<file path="src/rtl/wb_master_pkg.sv">
// ============================================================================
// Module : wb_master_pkg
// Brief  : Shared types and constants for the Wishbone fill/check master.
// Rev    : 1.0 - initial release
// ============================================================================
`default_nettype none

package wb_master_pkg;

    localparam int WB_ADR_W = 30;

    typedef enum logic [1:0] {
        IDLE = 2'd0,
        XFER = 2'd1,
        DONE = 2'd2
    } state_e;

    typedef enum logic {
        FILL  = 1'b0,
        CHECK = 1'b1
    } mode_e;

endpackage

`default_nettype wire

</file>
<file path="src/rtl/wb_fill_check_master.sv">
// ============================================================================
// Module : wb_fill_check_master
// Brief  : Wishbone classic master that fills a word range with a pattern or
//          reads it back and counts mismatches.
// Rev    : 1.0 - initial release
// ============================================================================
`default_nettype none

module wb_fill_check_master
    import wb_master_pkg::*;
#(
    parameter int TIMEOUT = 255,
    parameter int LEN_W   = 16
) (
    input  logic                clk_i,
    input  logic                rst_ni,
    input  logic                start_i,
    input  logic                mode_i,
    input  logic [WB_ADR_W-1:0] base_adr_i,
    input  logic [LEN_W-1:0]    len_i,
    input  logic [31:0]         pattern_i,
    input  logic                incr_i,
    output logic                busy_o,
    output logic                done_o,
    output logic [LEN_W-1:0]    err_cnt_o,
    output logic [WB_ADR_W-1:0] first_err_adr_o,
    output logic                abort_o,
    output logic                cyc_o,
    output logic                stb_o,
    output logic                we_o,
    output logic [WB_ADR_W-1:0] adr_o,
    output logic [3:0]          sel_o,
    output logic [31:0]         dat_o,
    input  logic [31:0]         dat_i,
    input  logic                ack_i,
    input  logic                err_i
);

    localparam int TMR_W = (TIMEOUT < 2) ? 1 : $clog2(TIMEOUT + 1);
    localparam logic [TMR_W-1:0] TMR_MAX = TMR_W'(TIMEOUT);

    state_e              state_q;
    mode_e               mode_q;
    logic                incr_q;
    logic [WB_ADR_W-1:0] adr_q, adr_d;
    logic [WB_ADR_W-1:0] first_err_adr_q;
    logic [31:0]         pat_q, pat_d;
    logic [LEN_W-1:0]    rem_q;
    logic [LEN_W-1:0]    err_cnt_q, err_cnt_d;
    logic [TMR_W-1:0]    tmr_q;
    logic                abort_q;
    logic                miss_d;

    assign adr_d     = adr_q + 1'b1;
    assign pat_d     = pat_q + {31'd0, incr_q};
    assign err_cnt_d = (&err_cnt_q) ? err_cnt_q : err_cnt_q + 1'b1;
    assign miss_d    = (mode_q == CHECK) && (dat_i != pat_q);

    always_ff @(posedge clk_i or negedge rst_ni) begin
        if (!rst_ni) begin
            state_q         <= IDLE;
            mode_q          <= FILL;
            incr_q          <= 1'b0;
            adr_q           <= '0;
            pat_q           <= '0;
            rem_q           <= '0;
            tmr_q           <= '0;
            err_cnt_q       <= '0;
            first_err_adr_q <= '0;
            abort_q         <= 1'b0;
        end else begin
            case (state_q)
                IDLE: begin
                    if (start_i) begin
                        abort_q         <= 1'b0;
                        err_cnt_q       <= '0;
                        first_err_adr_q <= '0;
                        if (len_i != '0) begin
                            adr_q   <= base_adr_i;
                            pat_q   <= pattern_i;
                            rem_q   <= len_i;
                            mode_q  <= mode_e'(mode_i);
                            incr_q  <= incr_i;
                            tmr_q   <= '0;
                            state_q <= XFER;
                        end else begin
                            state_q <= DONE;
                        end
                    end
                end
                XFER: begin
                    // A bus error ends the command even when ack arrives with it
                    if (err_i) begin
                        abort_q <= 1'b1;
                        state_q <= DONE;
                    end else if (ack_i) begin
                        adr_q <= adr_d;
                        pat_q <= pat_d;
                        rem_q <= rem_q - 1'b1;
                        tmr_q <= '0;
                        if (miss_d) begin
                            err_cnt_q <= err_cnt_d;
                            if (err_cnt_q == '0) begin
                                first_err_adr_q <= adr_q;
                            end
                        end
                        if (rem_q == LEN_W'(1)) begin
                            state_q <= DONE;
                        end
                    end else if (tmr_q == TMR_MAX) begin
                        abort_q <= 1'b1;
                        state_q <= DONE;
                    end else begin
                        tmr_q <= tmr_q + 1'b1;
                    end
                end
                DONE:    state_q <= IDLE;
                default: state_q <= IDLE;
            endcase
        end
    end

    assign busy_o          = (state_q != IDLE);
    assign done_o          = (state_q == DONE);
    assign cyc_o           = (state_q == XFER);
    assign stb_o           = (state_q == XFER);
    assign we_o            = (state_q == XFER) && (mode_q == FILL);
    assign sel_o           = (state_q == XFER) ? 4'hF : 4'h0;
    assign adr_o           = adr_q;
    assign dat_o           = pat_q;
    assign err_cnt_o       = err_cnt_q;
    assign first_err_adr_o = first_err_adr_q;
    assign abort_o         = abort_q;

endmodule

`default_nettype wire

</file>
<file path="config.mk">
export PLATFORM = sky130hd
export DESIGN_NAME = wb_fill_check_master
export DESIGN_NICKNAME = d
export VERILOG_FILES = /design/src/rtl/wb_master_pkg.sv /design/src/rtl/wb_fill_check_master.sv
export SDC_FILE = /design/constraint.sdc
export NUM_CORES = 1
export LEC_CHECK = 0
export CORE_ASPECT_RATIO = 0.75
export CORE_MARGIN = 3
export CORE_UTILIZATION = 35
export CTS_BUF_LIST = sky130_fd_sc_hd__clkbuf_8
export DETAILED_ROUTE_END_ITERATION = 16
export GPL_ROUTABILITY_DRIVEN = 0
export PLACE_DENSITY_LB_ADDON = 0.15
export SLEW_MARGIN = 20
export SYNTH_ARGS = -nofsm -noshare
export SYNTH_HDL_FRONTEND = slang
export SYNTH_SLANG_ARGS = --single-unit
</file>
<file path="constraint.sdc">
create_clock -name clk_i -period 1.75 [get_ports clk_i]
set_input_delay 0.2625 -clock clk_i [delete_from_list [all_inputs] [get_ports clk_i]]
set_output_delay 0.2625 -clock clk_i [all_outputs]
set_load 0.02 [all_outputs]
</file>
==> flow_summary_export.csv <==
group,metric,value,unit
synth,synth_top_flop_cell,"dfrtp_1",
floorplanning,num_rows,48,
synth,synth_mux_area_share,4.30,%
synth,syn_area,8300,sq um
clocking,htree_levels,4,
routing,viasPerCell,5.51,
floorplanning,core_region_area,23200,sq um
synth,synth_area_leader_cell,"dfrtp_1",
sta,worst_pin_slew,429,ps
layout,post-route-util,62.2,%
worst_setup_path,crit_path_start_kind,"flip-flop",
placed_design,dpl_cell_area,12600,sq um
synth,yosysMostFrequentCell,"dfrtp_1",
synth,synth_edf_count,0,
worst_setup_path,r2r-start,"dat_o[13]$_DFFE_PN0P_",
sta,slew_headroom,71.3,%
synth,synth_cells,976,
hold_path,hp-class,"input port to flip-flop",
worst_setup_path,crit_type,"flip-flop to flip-flop",
synth,synth_top_area_share,41.3,%
synth,avgSynthCellArea,8.51,sq um
sta,max_freq,0.488,GHz
worst_setup_path,max_stage_delay,470,ps
floorplanning,die_area,25600,sq um
worst_setup_path,rr_worst_depth,8,
sta,layout_setup_ws,-300,ps
hold_path,holdPathStages,4,
synth,synth_xor_area_share,3.80,%
hold_path,hold_end,"rem_q[0]$_DFFE_PN0P_",
clocking,cts.sinks,137,
worst_setup_path,critical_path.slowest_cell,"dfrtp_2",
sta,fin_crit_sh,117,%
sta,slew_violations,0,
worst_setup_path,arrival,2420,ps
synth,seq_area_frac_synth,41.3,%
worst_setup_path,r2r_end,"first_err_adr_o[10]$_DFFE_PN0P_",
layout,multi_input_area,5310,sq um
layout,final_cell_area,14400,sq um
worst_setup_path,r2r_setup_slack,-300,ps
synth,synth-seq-cells,137,
routing,wirelength,34000,microns
layout,layout-drive-gt1-share,35.6,%
worst_setup_path,worstPathRequired,2120,ps
clocking,clkLatencyLatePin,460,ps
routing,vias,9513,
global_routing,antenna_found_initial,1,
routing,drc,0,
layout,fin_nets,1535,
sta,finalCriticalPeriod,2050,ps
job,drv_cap,0,
synth,synth-async-reset-ratio,100,%
outcome,violations,"negative setup slack",
synth,yosys-top-cells-count,"dfrtp_1, a21oi_1, nand2_1, o21ai_0, nor2_1",
global_routing,gr-total-overflow,0,
global_routing,track_usage,24.5,%
layout,fillers,1962,
synth,synth_nets,1101,
clocking,cts_tree,"done",
worst_setup_path,worstPathCellList,"xnor2_1, nand4_1, nor4_2, nand3_1, nand2_2, buf_12, buf_8, mux2i_4",
placed_design,post-place-ws,-687,ps
sta,setup_viol,81,
synth,synth_top_family_by_area,"compound AO/OA/AOI/OAI gates",
floorplanning,die_x,184,microns
outcome,status,"finished with violations",
synth,netlist_top_cells_area,"dfrtp_1, a21oi_1, o21ai_0",
sta,skew,17.3,ps
floorplanning,start_util,35.8,%
routing,drtIter0Drc,888,
clocking,cts-root-buf,"clkbuf_8",
routing,wl_per_cell,19.7,microns
synth,yosysWarnings,0,
placed_design,dp_hpwl,23700,microns
power,peakVddDrop,0.900,mV
placed_design,portBuffers,234,
clocking,clk_path_buf_depth,2,
sta,rsz0062_at_grt,"yes",
sta,finalHoldViolCount,0,
global_routing,grt_pass1_vias,8895,
global_routing,grt_start_max_net_pins,68,
routing,drt_pre_antenna_iters,6,
routing,ant_nets,0,
synth,synth-compound-area-share,21.9,%
floorplanning,die_h,139,microns
clocking,cts_buffers,17,
worst_setup_path,critPathCaptureType,"flip-flop",
synth,synth-simple-area-share,21.7,%
layout,area_growth,73.7,%
layout,seqCellArea,3470,sq um
synth,synth.distinct_cells,66,
hold_path,hold_start,"len_i[0]",
worst_setup_path,crit_fanout,9,
floorplanning,ios,235,
synth,synth_adder_area_share,1.21,%
global_routing,grt_first_pass_wirelength,50100,microns
power,leakage,6.36,nW
power,power.density,1730,nW/um^2
power,finalPower,24.9,mW
clocking,clk_pin_slew,90,ps
==> cells in the final DEF (no fill, tap or decap), types with 7 or more instances in the layout <==
cell type	instances
nand3_1	27
dfrtp_2	33
buf_4	183
nor3_1	8
a2bb2oi_1	8
mux2i_1	28
a31oi_1	8
clkdlybuf4s50_1	120
buf_6	40
nand3_2	7
a21oi_2	35
dlygate4sd2_1	83
xnor2_1	27
buf_2	7
nor4_2	7
o21ai_2	14
nand2_1	85
nand4_1	31
dlymetal6s2s_1	16
and3_1	13
buf_12	16
nor2_1	69
o22ai_1	23
nor4_4	8
o21ai_0	39
inv_1	42
a21oi_1	79
dfrtp_1	104
nand2_2	8
a2bb2oi_2	7
clkbuf_8	18
o21ai_1	31
nand3_4	7
==> per-layer routing <==
metal | GRT usage [%] | routed length (microns) | vias to the layer above | part of all wire [%]
li1 | - | - | 4422 | -
met1 | 36.8 | 16000 | 4682 | 47
met2 | 36.6 | 15200 | 375 | 45
met3 | 5.10 | 2360 | 34 | 6.9
met4 | 5.01 | 422 | 0 | 1.2
met5 | 0 | 0 | - | 0
==> worst max-delay path, delay by kind of cell, from the launching register on <==
kind	cells	cell delay, ps
mux	1	230
flops	1	470
simple gates	4	780
xor+xnor	1	180
buf+inv	2	300
==> cells by family (layout without fill, tap and decap cells) <==
group / Yosys count / count (layout)
flip-flops: 137 / 137
XOR/XNOR: 36 / 36
other: 0 / 2
multiplexers: 35 / 35
AO/OA/AOI/OAI: 307 / 307
adder cells (fa/ha/maj): 8 / 8
AND/OR/NAND/NOR: 344 / 344
buffers and inverters: 109 / 556
==> stage by stage <==
| step | TNS (ps) | std cells | hold slack, ps |
|---|---|---|---|
| finish | -14880 | 1725 | 213 |
| global route | -21400 | 1724 | 222 |
| CTS | -11240 | 1688 | 270 |
| detailed placement | -67690 | 1647 | 187 |
| global placement | -66980 | 1647 | 190 |
| floorplan | -2140 | 976 | -33.1 |
==> worst max-delay path by stage <==
stage	from	to	slack [ps]	cells after the start
6_report	dat_o[13]$_DFFE_PN0P_	first_err_adr_o[10]$_DFFE_PN0P_	-300	8
5_1_grt	dat_o[13]$_DFFE_PN0P_	first_err_adr_o[20]$_DFFE_PN0P_	-360	8
4_1_cts	dat_o[13]$_DFFE_PN0P_	first_err_adr_o[16]$_DFFE_PN0P_	-260	8
3_5_place_dp	dat_i[25]	err_cnt_o[11]$_DFFE_PN0P_	-690	8
3_3_place_gp	dat_i[25]	err_cnt_o[11]$_DFFE_PN0P_	-630	8
2_1_floorplan	dat_o[24]$_DFFE_PN0P_	first_err_adr_o[17]$_DFFE_PN0P_	-160	8
==> sequential cells by signal, summed over array words and instances, names as in the netlist <==
register and cells:
first_err_adr_o 30, mode_q 1, err_cnt_o 16, abort_o 1
dat_o 32, state_q 2, adr_o 30, incr_q 1
tmr_q 8, rem_q 16
==> final cells by class <==
type,instances,area share [%]
tap,300,2.60
inverter,43,1.15
multi-input combinational,730,36.9
antenna,2,0.0347
sequential,137,24.1
clock buffer,18,1.72
timing repair buffer,481,32.0
clock inverter,14,1.52
==> report_power, final <==
| part | internal, mW | switching, mW | total [mW] |
|---|---|---|---|
| Sequential | 4.48 | 1.12 | 5.60 |
| Combinational | 7.48 | 8.69 | 16.2 |
| Clock | 1.75 | 1.40 | 3.14 |
| Total | 13.7 | 11.2 | 24.9 |
==> repair_timing <==
| action | in CTS | in global routing |
|---|---|---|
| cloned | 2 | 8 |
| pin swaps | 34 | 77 |
| endpoints found under the hold margin | 30 | 0 |
| setup endpoints to repair | 214 | 147 |
| setup buffers | 7 | 30 |
| hold buffers | 1 | 0 |
| resized for setup | 187 | 222 |
No activity file was read; power rests on OpenSTA's default activity.
